<file path="src/rtl/wallace_seq_multiplier_ctrl.sv">
// ============================================================================
// wallace_seq_multiplier_ctrl : multi-cycle unsigned WIDTHxWIDTH multiplier on one shared 8x8 Wallace tree.
// Optional: MUL_ZERO_BYPASS_EN (zero operand skips CALC).   Rev 1.0
// ============================================================================
`default_nettype none

module wallace_tree_multiplier_top (
  input  logic [7:0]  a_i,
  input  logic [7:0]  b_i,
  output logic [15:0] product_o
);

  function automatic logic [31:0] csa(input logic [15:0] x, input logic [15:0] y,
                                      input logic [15:0] z);
    logic [15:0] s;
    logic [15:0] c;
    s = x ^ y ^ z;
    c = ((x & y) | (x & z) | (y & z)) << 1;
    return {s, c};
  endfunction

  logic [15:0] w_pp [8];
  logic [15:0] w_l1 [6];
  logic [15:0] w_l2 [4];
  logic [15:0] w_l3 [3];
  logic [15:0] w_l4 [2];

  // Wallace reduction 8 -> 6 -> 4 -> 3 -> 2 rows, then one carry-propagate add
  always_comb begin
    for (int k = 0; k < 8; k++) begin
      w_pp[k] = b_i[k] ? (16'(a_i) << k) : 16'd0;
    end
    {w_l1[0], w_l1[1]} = csa(w_pp[0], w_pp[1], w_pp[2]);
    {w_l1[2], w_l1[3]} = csa(w_pp[3], w_pp[4], w_pp[5]);
    w_l1[4] = w_pp[6];
    w_l1[5] = w_pp[7];
    {w_l2[0], w_l2[1]} = csa(w_l1[0], w_l1[1], w_l1[2]);
    {w_l2[2], w_l2[3]} = csa(w_l1[3], w_l1[4], w_l1[5]);
    {w_l3[0], w_l3[1]} = csa(w_l2[0], w_l2[1], w_l2[2]);
    w_l3[2] = w_l2[3];
    {w_l4[0], w_l4[1]} = csa(w_l3[0], w_l3[1], w_l3[2]);
    product_o = w_l4[0] + w_l4[1];
  end

endmodule

module wallace_seq_multiplier_ctrl #(
  parameter int WIDTH = 16
) (
  input  logic                 clk_i,
  input  logic                 rst_ni,
  input  logic                 req_valid_i,
  output logic                 req_ready_o,
  input  logic [WIDTH-1:0]     multiplier_i,
  input  logic [WIDTH-1:0]     multiplicand_i,
  output logic                 resp_valid_o,
  input  logic                 resp_ready_i,
  output logic [2*WIDTH-1:0]   product_o,
  output logic                 busy_o
);

  localparam int NCHUNK = WIDTH / 8;
  localparam int IDX_W  = $clog2(NCHUNK * NCHUNK + 1);
  localparam logic [IDX_W-1:0] C_NCHUNK = IDX_W'(NCHUNK);
  localparam logic [IDX_W-1:0] C_LAST   = IDX_W'(NCHUNK * NCHUNK - 1);

  localparam logic [1:0] S_IDLE = 2'd0;
  localparam logic [1:0] S_CALC = 2'd1;
  localparam logic [1:0] S_DONE = 2'd2;

  logic [1:0]         r_state;
  logic [1:0]         w_next_state;
  logic [WIDTH-1:0]   r_a;
  logic [WIDTH-1:0]   r_b;
  logic [2*WIDTH-1:0] r_acc;
  logic [IDX_W-1:0]   r_idx;
  logic [IDX_W-1:0]   w_i;
  logic [IDX_W-1:0]   w_j;
  logic [7:0]         w_a_chunk;
  logic [7:0]         w_b_chunk;
  logic [15:0]        w_pp;
  logic [2*WIDTH-1:0] w_pp_shifted;

  assign w_i = r_idx / C_NCHUNK;
  assign w_j = r_idx % C_NCHUNK;

  // Tree inputs are forced to zero outside CALC so the shared tree stays quiet
  always_comb begin
    w_a_chunk = 8'd0;
    w_b_chunk = 8'd0;
    if (r_state == S_CALC) begin
      w_a_chunk = 8'(r_a >> {w_i, 3'b000});
      w_b_chunk = 8'(r_b >> {w_j, 3'b000});
    end
  end

  wallace_tree_multiplier_top u_tree (
    .a_i       (w_a_chunk),
    .b_i       (w_b_chunk),
    .product_o (w_pp)
  );

  assign w_pp_shifted = (2*WIDTH)'(w_pp) << {(w_i + w_j), 3'b000};

  always_ff @(posedge clk_i or negedge rst_ni) begin
    if (!rst_ni) begin
      r_state <= S_IDLE;
    end else begin
      r_state <= w_next_state;
    end
  end

  always_comb begin
    w_next_state = r_state;
    case (r_state)
      S_IDLE: begin
        if (req_valid_i) begin
`ifdef MUL_ZERO_BYPASS_EN
          if ((multiplier_i == '0) || (multiplicand_i == '0)) begin
            w_next_state = S_DONE;
          end else begin
            w_next_state = S_CALC;
          end
`else
          w_next_state = S_CALC;
`endif
        end
      end
      S_CALC: begin
        if (r_idx == C_LAST) begin
          w_next_state = S_DONE;
        end
      end
      S_DONE: begin
        if (resp_ready_i) begin
          w_next_state = S_IDLE;
        end
      end
      default: w_next_state = S_IDLE;
    endcase
  end

  always_comb begin
    req_ready_o  = 1'b0;
    resp_valid_o = 1'b0;
    busy_o       = 1'b0;
    case (r_state)
      S_IDLE:  req_ready_o = 1'b1;
      S_CALC:  busy_o = 1'b1;
      S_DONE: begin
        resp_valid_o = 1'b1;
        busy_o       = 1'b1;
      end
      default: req_ready_o = 1'b0;
    endcase
  end

  always_ff @(posedge clk_i or negedge rst_ni) begin
    if (!rst_ni) begin
      r_a   <= '0;
      r_b   <= '0;
      r_acc <= '0;
      r_idx <= '0;
    end else begin
      if (r_state == S_IDLE && req_valid_i) begin
        r_a   <= multiplier_i;
        r_b   <= multiplicand_i;
        r_acc <= '0;
        r_idx <= '0;
      end else if (r_state == S_CALC) begin
        r_acc <= r_acc + w_pp_shifted;
        r_idx <= r_idx + IDX_W'(1);
      end
    end
  end

  assign product_o = r_acc;

endmodule

`default_nettype wire
</file>
<file path="config.mk">
export PLATFORM = sky130hd
export DESIGN_NAME = wallace_seq_multiplier_ctrl
export DESIGN_NICKNAME = d
export VERILOG_FILES = /design/src/rtl/wallace_seq_multiplier_ctrl.sv
export SDC_FILE = /design/constraint.sdc
export NUM_CORES = 1
export LEC_CHECK = 0
export ABC_AREA = 1
export BUFFER_PORTS_ARGS = -buffer_cell sky130_fd_sc_hd__buf_2
export CAP_MARGIN = 20
export CORE_UTILIZATION = 58
export CTS_CLUSTER_DIAMETER = 50
export DETAILED_ROUTE_END_ITERATION = 10
export PLACE_DENSITY_LB_ADDON = 0.08
export SETUP_SLACK_MARGIN = 0.15
export SLEW_MARGIN = 10
export SYNTH_ARGS = -nofsm -noshare
export SYNTH_HDL_FRONTEND = slang
export SYNTH_SLANG_ARGS = --single-unit
</file>
<file path="constraint.sdc">
create_clock -name clk_i -period 9 [get_ports clk_i]
set_clock_uncertainty 0.05 [all_clocks]
set_input_delay 1.8 -clock clk_i [delete_from_list [all_inputs] [get_ports clk_i]]
set_output_delay 1.8 -clock clk_i [all_outputs]
set_load 0.005 [all_outputs]
</file>
== Word level (Yosys, flattened, before mapping) ==
Cells that the tools add are included.

* Register bits after elaboration: 69
* Bits of input ports: 36
* Output and inout port bits: 35
* Word-level logic and storage cells: 86

* Reduce and logical (&&, ||, !) cells: 5
* Shifts and indexed selects: 3
* Equal/unequal tests: 6
* Multiplexer cells: 21
* $add $sub $neg: 4
* Bitwise logic cells: 42

{| class="wikitable"
|+ Operators with widths
! cell !! number
|-
| bitwise AND 15 bit || 18
|-
| OR 15 bit || 12
|-
| bitwise XOR 16 bit || 8
|-
| two-way mux 32 bit || 2
|-
| adder 32 bit || 1
|-
| << shifter 16 x 6 -> 32 bit || 1
|-
| two-way mux 8 bit || 3
|-
| adder 16 bit || 1
|-
| right shift 16 x 4 -> 8 bit || 1
|-
| right shift 16 x 5 -> 8 bit || 1
|-
| bitwise XOR 16 x 10 -> 16 bit || 1
|-
| bitwise XOR 16 x 13 -> 16 bit || 1
|-
| bitwise XOR 16 x 14 -> 16 bit || 1
|-
| bitwise XOR 16 x 15 -> 16 bit || 1
|-
| two-way mux 15 bit || 1
|-
| two-way mux 14 bit || 1
|-
| two-way mux 13 bit || 1
|-
| two-way mux 12 bit || 1
|-
| two-way mux 11 bit || 1
|-
| two-way mux 10 bit || 1
|-
| two-way mux 9 bit || 1
|-
| two-way mux 2 bit || 3
|-
| two-way mux 3 bit || 2
|-
| != test 2 bit, second input constant || 3
|-
| other kinds (12) || 14
|}

== Depth between registers and ports, before layout ==
Gate-level depths: netlist (run 1).

* Depth in word-level cells: 20
* Depth in mapped cells: 38

== Cells and area by module ==
A second synthesis (run 1) with hierarchy kept.

* Cell total of the unflattened synthesis: 1233
* Area, all modules: 7721.2 um2

{| class="wikitable"
|+ Modules (own cells, without submodules)
! module !! times used !! sequential area each (um2) !! area an instance (um2) !! cells an instance
|-
| wallace_seq_multiplier_ctrl || 1 || 1726.7 || 5645.4 || 923
|-
| wallace_tree_multiplier_top || 1 || 0.0 || 2075.7 || 310
|}

== Worst setup path before layout (run 1) ==
No wires, ideal clock.

* Path type: flip-flop to flip-flop
* Start: register r_state[1]
* End: register r_acc[31], in the netlist product_o[31]
* Arrival: 5.898 ns
* Stages on the path, launching flop included: 33
* Path slack: 2.935 ns
* Required time: 8.833 ns
* Library setup time: 0.117 ns
* Clock period less this slack: 6.065 ns
* Path buffers: 1
* Cell sequence: dfrtp_1 inv_1 ha_1 inv_2 buf_2 nor3_1 nand2_1 fa_1 fa_1 fa_1 fa_1 inv_1 ha_1 a21oi_2 nand2_1 nand2_1 nand3_2 nand2_1 a21oi_2 nor2_1 nand2_1 and2_1 o21ai_2 ha_1 a21o_1 a21oi_1 nand2_1 nand2_1 nand2_1 a21oi_1 nand3_1 nand3_1 nand2_1

* Cells in the longest elaborated chain, start to end: 20

{| class="wikitable"
|+ RTL lines
! element !! RTL line !! source
|-
| from (decl) || 71 || <nowiki>logic [1:0] r_state;</nowiki>
|-
| from (signal assigned) || 109 || <nowiki>r_state <= w_next_state;</nowiki>
|-
| == test 2 x 1 -> 1 bit || 91, 170 ||
|-
| two-way mux 8 bit || 91 || <nowiki>if (r_state == S_CALC) begin</nowiki>
|-
| two-way mux 8 bit, or another cell as far along || 31 || <nowiki>w_pp[k] = b_i[k] ? (16'(a_i) << k) : 16'd0;</nowiki>
|-
| bitwise AND 15 bit || 18 || <nowiki>c = ((x & y) | (x & z) | (y & z)) << 1;</nowiki>
|-
| OR 15 bit (2 in a row) || 18 ||
|-
| bitwise AND 15 bit || 18 ||
|-
| OR 15 bit (2 in a row) || 18 ||
|-
| bitwise AND 15 bit || 18 ||
|-
| OR 15 bit (2 in a row) || 18 ||
|-
| bitwise AND 15 bit || 18 ||
|-
| OR 15 bit (2 in a row) || 18 ||
|-
| adder 16 bit || 42 || <nowiki>product_o = w_l4[0] + w_l4[1];</nowiki>
|-
| << shifter 16 x 6 -> 32 bit || 103 || <nowiki>assign w_pp_shifted = (2*WIDTH)'(w_pp) << {(w_i + w_j), 3'b000};</nowiki>
|-
| adder 32 bit || 171 || <nowiki>r_acc <= r_acc + w_pp_shifted;</nowiki>
|-
| two-way mux 32 bit || 170 || <nowiki>end else if (r_state == S_CALC) begin</nowiki>
|-
| two-way mux 32 bit || 165 || <nowiki>if (r_state == S_IDLE && req_valid_i) begin</nowiki>
|-
| to (signal assigned) || 171 ||
|-
| to (decl) || 75 || <nowiki>logic [2*WIDTH-1:0] r_acc;</nowiki>
|}

Parallel ways exist; a longest one is shown, timed or not. The select of a mux whose other input is x is not followed.
A chain may end at the register's enable or synchronous reset.

== Final worst setup path (run 1) ==
Same ends and word-level chain as after synthesis.

==> results.toml, run 1 <==
[drt]
routed_wl_um = 18910
dr.first_iter.drc_count = 675
vias = 6673
via_per_inst = 5.488
wire_per_inst_um = 15.55
drc = 3
detail-route-antenna-nets = 0
first_pass_iters = 11

[global_routing]
grt_overflow = 0
grt_max_degree = 70
grt_use_total_pct = 32.64
grt_pass1_vias = 6508
antenna_found_initial = 0
grt_pass1_wl_um = 31740

[status]
failed_checks = "design-rule violations"
outcome = "finished with violations"

[power]
ir_drop_uv = 162.8
p_per_area_nw_per_um2 = 236.7
p_leak_nw = 4.223

[die]
start_util_pct = 60.35
boundaryPins = 71
core_um2 = 11610
die_w_um = 111.9
dieArea_um2 = 12530
num_rows = 39
chipHeight_um = 111.9

[critical_path]
cp_slowest_stage_delay_ns = 0.54
crit_path_end_kind = "flop"
critPathSlowestCell = "fa_1"
path_buf_inv = 6
critPathMaxFanout = 12
reg2reg_to = "product_o[31]"
ff2ff_setup_slack_ns = 2.02
arrival_ns = 7.16
crit-reg2reg-launch = "r_state[1]"
crit_top_cell = "inv_1"
reg2reg_depth = 32
critical_path_class = "reg -> reg"
startpoint_type = "flop"
crit_required_ns = 9.18
cp_top_family = "adder cells"

[cells_and_area]
final_common_cell = "nand2_1"
n_fill_cell = 1058
syn2layout_area_growth_pct = 11.00
drive_gt1_share_pct = 12.86
nets = 1207
num_antenna_cells = 0
final_cell_mix = "nand2_1, nor2_1, inv_1, buf_2, dfrtp_1"

[cts]
post_cts_buffers = 0
max-clock-path-buffers = 2
htree_levels = 3
ctsResizeCount = 0
cts_buffers = 9
hold_buffers = 0
cts_num_sinks = 69
clk_latency_ns = 0.35
tritoncts = "built"
clkTransAtPathRegs_ns = 0.06
cts_root_buf = "clkbuf_16"

[sta]
setup_viol = 0
fmax_mhz = 143.3
worstMarginPinSlew_ns = 0.9886
period_share_pct = 77.53
hold_violations = 0
fin_tns_setup_ns = 0
period_needed_ns = 6.978
rsz0062_at_grt = "no"
slew_headroom_pct = 33.93
whs_ns = 0.4342
drv_slew = 0

[synth]
synth-edff-count = 0
synthSimpleGateAreaFrac_pct = 30.74
synth-adder-area-share_pct = 22.67
synth_xor_area_share_pct = 1.107
muxShareOfSynthArea_pct = 0
synth_cell_types = 46
yosys_warnings = 0
synth_compound_gate_area_share_pct = 12.75
syn_area_per_cell_um2 = 6.988
netlist_area_um2 = 7009
ys_seq_area_share_pct = 24.63
synthCells = 1003
synth_nets = 1142
async_flop_share_pct = 100.0
synth_top_family_by_area = "simple AND/OR/NAND/NOR gates"
ys.flop_type = "dfrtp_1"
synth-seq-cells = 69

[placed_design]
place_hpwl_um = 14960
io_buffers = 70
gp_congestion = 0.9625

[flow_run]
drv_cap = 0

[hold_path]
whs_path_depth = 2
min_path_type = "reg -> reg"
hold_path.startpoint = "r_b[14]"
hold_end = "r_b[14]"
-- worst max path at each step --
stage	slack, ns	from	endpoint	depth (start not counted)
floorplan	2.94	r_state[1]	product_o[31]	32
global route	1.36	r_state[1]	product_o[23]	37
global placement	2.21	r_state[1]	product_o[25]	35
CTS	2.09	r_state[1]	product_o[31]	34
detailed placement	2.12	r_state[1]	product_o[31]	34
finish	2.02	r_state[1]	product_o[31]	32
-- stage by stage --
| step | setup slack [ns] | std cells | cell area [µm²] | util (%) | power [mW] |
|---|---|---|---|---|---|
| after floorplan | 2.935 | 1003 | 7009 | - | 1.180 |
| after global placement | 2.211 | 1200 | 7481 | 64.42 | 1.447 |
| after detailed placement | 2.120 | 1200 | 7481 | 64.42 | 1.458 |
| after CTS | 2.091 | 1216 | 7780 | 66.99 | 1.830 |
| after global routing | 1.357 | 1216 | 7780 | 66.99 | 1.991 |
| final | 2.022 | 1216 | 7780 | 66.99 | 1.841 |
-- logic make-up (layout without fill, tap and decap cells) --
family	Yosys count	count (layout)
xor gates and xnor gates	8	8
buffers and inverters	148	218
AOI/OAI and AO/OA	152	152
adders and majority gates	103	103
DFF	69	69
and+or+nand+nor	523	523
-- Yosys cell counts, types with 2 or more instances --
cell      count  share of area, %
nand2_1     298                16
nor2_1      144               7.7
inv_1       114               6.1
dfrtp_1      69                25
ha_1         63                11
a21oi_1      55               3.9
fa_1         40                11
nand3_1      31               2.2
o21ai_0      30               2.1
o21ai_1      21               1.5
nor3_1       14               1.0
inv_2        13              0.70
a21o_1        9              0.96
buf_2         9              0.64
o21bai_1      9              0.96
clkbuf_1      8              0.43
o22ai_1       8              0.71
nand2_2       7              0.62
nand4_1       7              0.62
nor3_2        6              0.86
o21ai_2       5              0.62
xnor2_1       5              0.62
nand3_2       4              0.57
nor2_2        4              0.36
a21oi_2       3              0.37
or2_2         3              0.27
a22o_1        2              0.25
buf_1         2              0.11
o221ai_1      2              0.25
xor2_1        2              0.25
-- per-layer routing --
metal  GRT usage, %  vias up  share of wire (%)
met2          46.87      249                 41
met1          50.14     3054                 50
met5              0        -                  0
met3          4.954       32                7.7
met4          10.67        0                2.1
li1               -     3338                  -
-- worst min-delay path, stage by stage, from the launching register on --
cell and delay [ns]:
dfrtp_1 0.34, nand2_1 0.06, nand2_1 0.06
-- flip-flops by register name, summed over array words and instances, names as in the netlist --
| register | count |
|---|---|
| r_idx | 3 |
| r_state | 2 |
| product_o | 32 |
| r_a | 16 |
| r_b | 16 |
-- area by class of cell --
type	count	area (µm²)	area share, %
Inverter	129	485.5	6.240
Sequential cell	69	1727	22.19
Clock buffer	10	229.0	2.943
Tap cell	143	178.9	2.300
Timing Repair Buffer	73	372.9	4.793
Clock inverter	6	70.07	0.9006
Multi-Input combinational cell	786	4717	60.63
-- where the power goes --
group | total [mW] | internal (mW) | switching [mW]
combinational | 0.977 | 0.303 | 0.674
sequential | 0.502 | 0.419 | 0.0829
clock | 0.362 | 0.217 | 0.145
total | 1.84 | 0.939 | 0.902
Note: power is estimated with default switching activity, not from simulation.
==> inputs of run 2 (changes only) <==
==> constraint.sdc (replaced) <==
create_clock -name clk_i -period 6.7 [get_ports clk_i]
set_clock_uncertainty 0.05 [all_clocks]
set_input_delay 1.34 -clock clk_i [delete_from_list [all_inputs] [get_ports clk_i]]
set_output_delay 1.34 -clock clk_i [all_outputs]
set_load 0.005 [all_outputs]
==> run 2 against run 1 <==
Compared with the run above: the flow still finishes with violations (design-rule violations); setup slack got worse by 1.6 ns; first-iteration DRC count is 14% lower; hold slack is essentially flat; total power is 51% higher; non-clock buffer count rose by 47; routed wire length grew 2.6%; critical path type unchanged.
==> results.toml, run 2 (synthesis results as in run 1) <==
[critical_path]
ff2ff_setup_slack_ns = 0.41
reg2reg_to = "product_o[30]"
critical_path_class = "reg -> reg"
critPathSlowestCell = "fa_1"
startpoint_type = "flop"
cp_slowest_stage_delay_ns = 0.55
cp_top_family = "adder cells"
crit_top_cell = "fa_1"
reg2reg_depth = 33
path_buf_inv = 7
arrival_ns = 6.48
crit_required_ns = 6.89
crit-reg2reg-launch = "r_state[0]"
crit_path_end_kind = "flop"
critPathMaxFanout = 6
cp.depth = 33

[cts]
clkTransAtPathRegs_ns = 0.06
htree_levels = 3
tritoncts = "built"
cts_num_sinks = 69
max-clock-path-buffers = 2
cts_root_buf = "clkbuf_16"
cts_buffers = 9
clk_latency_ns = 0.35

[sta]
fin_tns_setup_ns = 0
slew_headroom_pct = 39.29
worstMarginPinSlew_ns = 0.9106
setup_viol = 0
drv_slew = 0
fmax_mhz = 159.0
period_share_pct = 93.85
rsz0062_at_grt = "no"
hold_violations = 0
period_needed_ns = 6.288

[global_routing]
grt_pass1_vias = 6641
grt_use_total_pct = 32.67
antenna_found_initial = 0
grt_pass1_wl_um = 32000
grt_overflow = 0
grt_max_degree = 70

[placed_design]
dpl_cell_area_um2 = 7759
dp_cells = 1237
gp_congestion = 0.9339
place_hpwl_um = 14930
io_buffers = 70

[hold_path]
hold_end = "r_b[7]"
hold_path.startpoint = "r_b[7]"
min_path_type = "reg -> reg"
whs_path_depth = 2

[die]
core_um2 = 11610
dieArea_um2 = 12530
num_rows = 39
boundaryPins = 71
start_util_pct = 60.35
chipHeight_um = 111.9
die_w_um = 111.9

[cells_and_area]
drive_gt1_share_pct = 21.07
nets = 1254
num_antenna_cells = 0
largest_register_ffs = 32
final_cell_mix = "nand2_1, nor2_1, inv_1, buf_2, dfrtp_1"
final_common_cell = "nand2_1"
n_fill_cell = 968
final_core_util_pct = 72.42
finalNonFillerCells = 1263
stdcell_area_um2 = 8411
syn2layout_area_growth_pct = 19.99

[power]
p_leak_nw = 4.470
ir_drop_uv = 287.6
total_power_mw = 2.782
p_per_area_nw_per_um2 = 330.7

[status]
failed_checks = "design-rule violations"
outcome = "finished with violations"

[drt]
wire_per_inst_um = 15.36
detail-route-antenna-nets = 0
routed_wl_um = 19400
via_per_inst = 5.485
first_pass_iters = 8
dr.first_iter.drc_count = 583
drc = 3
vias = 6928

[flow_run]
drv_cap = 0
==> run 2: changes by cell type in the layout (fill, tap and decap cells not counted), sizes merged <==
cell / previous run / this run
clkbuf: 10 / 9
buf: 73 / 120
inv: 130 / 132
clkinv: 4 / 3
==> run 2: worst max path at each step <==
stage                    start             to
finish              r_state[0]  product_o[30]
global route        r_state[1]  product_o[29]
CTS                   r_idx[0]  product_o[30]
detailed placement  r_state[1]  product_o[31]
global placement    r_state[1]  product_o[31]
floorplan           r_state[1]  product_o[31]
==> run 2: metal layers <==
layer	up-vias	wire, µm	GRT usage (%)
met1	3239	9356	48.51
met2	246	8281	49.15
met5	-	0	0
met3	17	1574	6.042
li1	3426	-	-
met4	0	189	8.089
==> run 2: timing repair <==
item | CTS | global route
buffers inserted | 0 | 10
hold buffers | 0 | 0
setup endpoints to repair | 18 | 23
pin swaps | 0 | 21
gates resized for setup | 12 | 58
==> run 2: layout make-up <==
cell class	count	area, µm²	area share [%]
timing repair buffer	120	725.7	8.628
sequential	69	1729	20.56
multi-input combinational	786	4980	59.21
clock buffer	9	225.2	2.678
clock inverter	7	78.83	0.9372
tap	143	178.9	2.127
inverter	129	493.0	5.861
==> run 2: metrics by stage <==
stage,worst slack (ns),hold WS (ns)
2_1_floorplan,0.6351,0.3914
5_1_grt,0.07939,0.4550
6_report,0.4117,0.4344
3_3_place_gp,0.02235,0.4090
4_1_cts,0.1629,0.4325
3_5_place_dp,-0.03127,0.4160
==> run 2: worst min-delay path, delay by kind of cell (launching register included) <==
kind,cells,cell delay [ns]
flops,1,0.34
simple gates,2,0.11
==> run 2: where the power goes <==
group	leakage [nW]	switching (mW)	total (mW)	internal [mW]
logic	3.42	1.02	1.61	0.591
registers	0.902	0.109	0.672	0.564
clock network	0.152	0.204	0.498	0.294
total	4.47	1.33	2.78	1.45
==> inputs of run 3 (changes only) <==
--- a/config.mk
+++ b/config.mk
@@ -12,6 +12,7 @@
 export CTS_CLUSTER_DIAMETER = 50
 export DETAILED_ROUTE_END_ITERATION = 10
 export PLACE_DENSITY_LB_ADDON = 0.08
+export REMOVE_ABC_BUFFERS = 1
 export SETUP_SLACK_MARGIN = 0.15
 export SLEW_MARGIN = 10
 export SYNTH_ARGS = -nofsm -noshare
==> run 3 against run 2 <==
Compared with the run above: the flow still finishes with violations (design-rule violations); sequential cell count did not move; register-to-register slack got worse by 0.18 ns; total power is 4.7% higher; critical path depth is the same; routed wire length grew 6.5%; first-iteration DRC count is 10% higher; cell area rose by 2.5%; global-route usage up 1.1 points; sequential share of layout area decreased by 0.49 points; largest cell class unchanged; highest routed layer unchanged.
==> results.toml, run 3 (synthesis results as in run 1) <==
[status]
outcome = "finished with violations"
failed_checks = "design-rule violations"

[die]
num_rows = 39
boundaryPins = 71
chipHeight_um = 111.9
dieArea_um2 = 12530
die_w_um = 111.9
core_um2 = 11610
start_util_pct = 60.35

[sta]
period_share_pct = 96.50
setup_viol = 0
hold_violations = 0
whs_ns = 0.4305
fmax_mhz = 154.7
period_needed_ns = 6.466
drv_slew = 0
fin_tns_setup_ns = 0
timing.final.ws_setup_ns = 0.2343
rsz0062_at_grt = "yes"
slew_headroom_pct = 30.64
worstMarginPinSlew_ns = 1.038

[power]
seqPwrFrac_pct = 23.3
power_switching_mw = 1.391
clkPwrFrac_pct = 18.2
combPwrFrac_pct = 58.5
p_per_area_nw_per_um2 = 338.1
ir_drop_uv = 244.7
internal_power_mw = 1.522
p_leak_nw = 4.481
swShare_pct = 47.76

[placed_design]
io_buffers = 70
dpl_cell_area_um2 = 7726
gp_congestion = 0.9607
place_hpwl_um = 15460
dp_slack_ns = -0.1344

[hold_path]
min_path_type = "reg -> reg"
whs_path_depth = 2
hold_path.startpoint = "r_b[7]"
hold_end = "r_b[7]"

[critical_path]
arrival_ns = 6.65
reg2reg_to = "product_o[27]"
cp_top_family = "adder cells"
path_buf_inv = 10
cp_slowest_stage_delay_ns = 0.59
startpoint_type = "flop"
crit_top_cell = "nand2_1"
critPathMaxFanout = 10
critical_path_class = "reg -> reg"
crit-reg2reg-launch = "r_state[1]"
cp.depth = 33
ff2ff_setup_slack_ns = 0.23
crit_required_ns = 6.88
reg2reg_depth = 33
crit_path_end_kind = "flop"
critPathSlowestCell = "fa_1"

[cts]
cts_num_sinks = 69
tritoncts = "built"
htree_levels = 3
clk_latency_ns = 0.35
cts_root_buf = "clkbuf_16"
cts_buffers = 9
hold_buffers = 0
max-clock-path-buffers = 2
clkTransAtPathRegs_ns = 0.06

[global_routing]
antenna_found_initial = 0
grt_use_total_pct = 33.77
grt_overflow = 0
grt_max_degree = 70
grt_pass1_wl_um = 33050
grt_pass1_vias = 6762

[drt]
wire_per_inst_um = 16.40
first_pass_iters = 8
dr.first_iter.drc_count = 642
routed_wl_um = 20660
drc = 2
via_per_inst = 5.598
detail-route-antenna-nets = 0
vias = 7053

[cells_and_area]
drive_gt1_share_pct = 23.63
largest_register_ffs = 32
num_antenna_cells = 0
final_core_util_pct = 74.20
stdcell_area_um2 = 8617
final_cell_mix = "nand2_1, nor2_1, inv_1, buf_2, dfrtp_1"
nets = 1251
final_common_cell = "nand2_1"
syn2layout_area_growth_pct = 22.94

[flow_run]
drv_cap = 0
[run 3: what timing repair did]
item | in CTS | in global routing
buffers inserted | 0 | 13
resized for setup | 16 | 95
pin swaps | 0 | 46
endpoints found under the setup margin | 21 | 23
[run 3: how the worst max path moves through the flow]
stage | from | end | slack (ns)
floorplan | r_state[1] | product_o[31] | 0.59
global placement | r_state[1] | product_o[25] | -0.04
detailed placement | r_state[1] | product_o[25] | -0.13
CTS | r_state[1] | product_o[23] | 0.15
global route | r_state[1] | product_o[29] | 0.05
finish | r_state[1] | product_o[27] | 0.23
[run 3: metrics by stage]
| stage | power (mW) | instances |
|---|---|---|
| 4_1_cts | 2.657 | 1247 |
| 6_report | 2.913 | 1260 |
| 2_1_floorplan | 1.552 | 984 |
| 5_1_grt | 3.116 | 1260 |
| 3_5_place_dp | 2.075 | 1231 |
| 3_3_place_gp | 2.057 | 1231 |
[run 3: tightest hold or removal path, stage by stage, from the launching register on]
cell	delay [ns]
dfrtp_1	0.34
nand2_1	0.05
nand2_1	0.05
[run 3: power by group through the flow]
stage,registers (mW),clock network [mW],logic [mW]
floorplan,0.650,0,0.902
global placement,0.671,0,1.39
detailed placement,0.673,0,1.40
CTS,0.669,0.535,1.45
global route,0.695,0.551,1.87
finish,0.679,0.529,1.71
[run 3: area by class of cell]
type / count / area [µm²]
repair buffers: 117 / 715.7
clock inverters: 6 / 93.84
clock buffers: 10 / 229.0
multi-input cells: 786 / 5177
fillers: 931 / 2997
well taps: 143 / 178.9
inverters: 129 / 493.0
flip-flops and latches: 69 / 1729
[run 3: layer usage]
| layer | up-vias | wire (µm) | track usage [%] |
|---|---|---|---|
| met5 | - | 0 | 0 |
| met4 | 0 | 278 | 8.622 |
| met3 | 21 | 2060 | 8.710 |
| met2 | 317 | 9078 | 50.52 |
| met1 | 3301 | 9243 | 48.72 |
| li1 | 3414 | - | - |
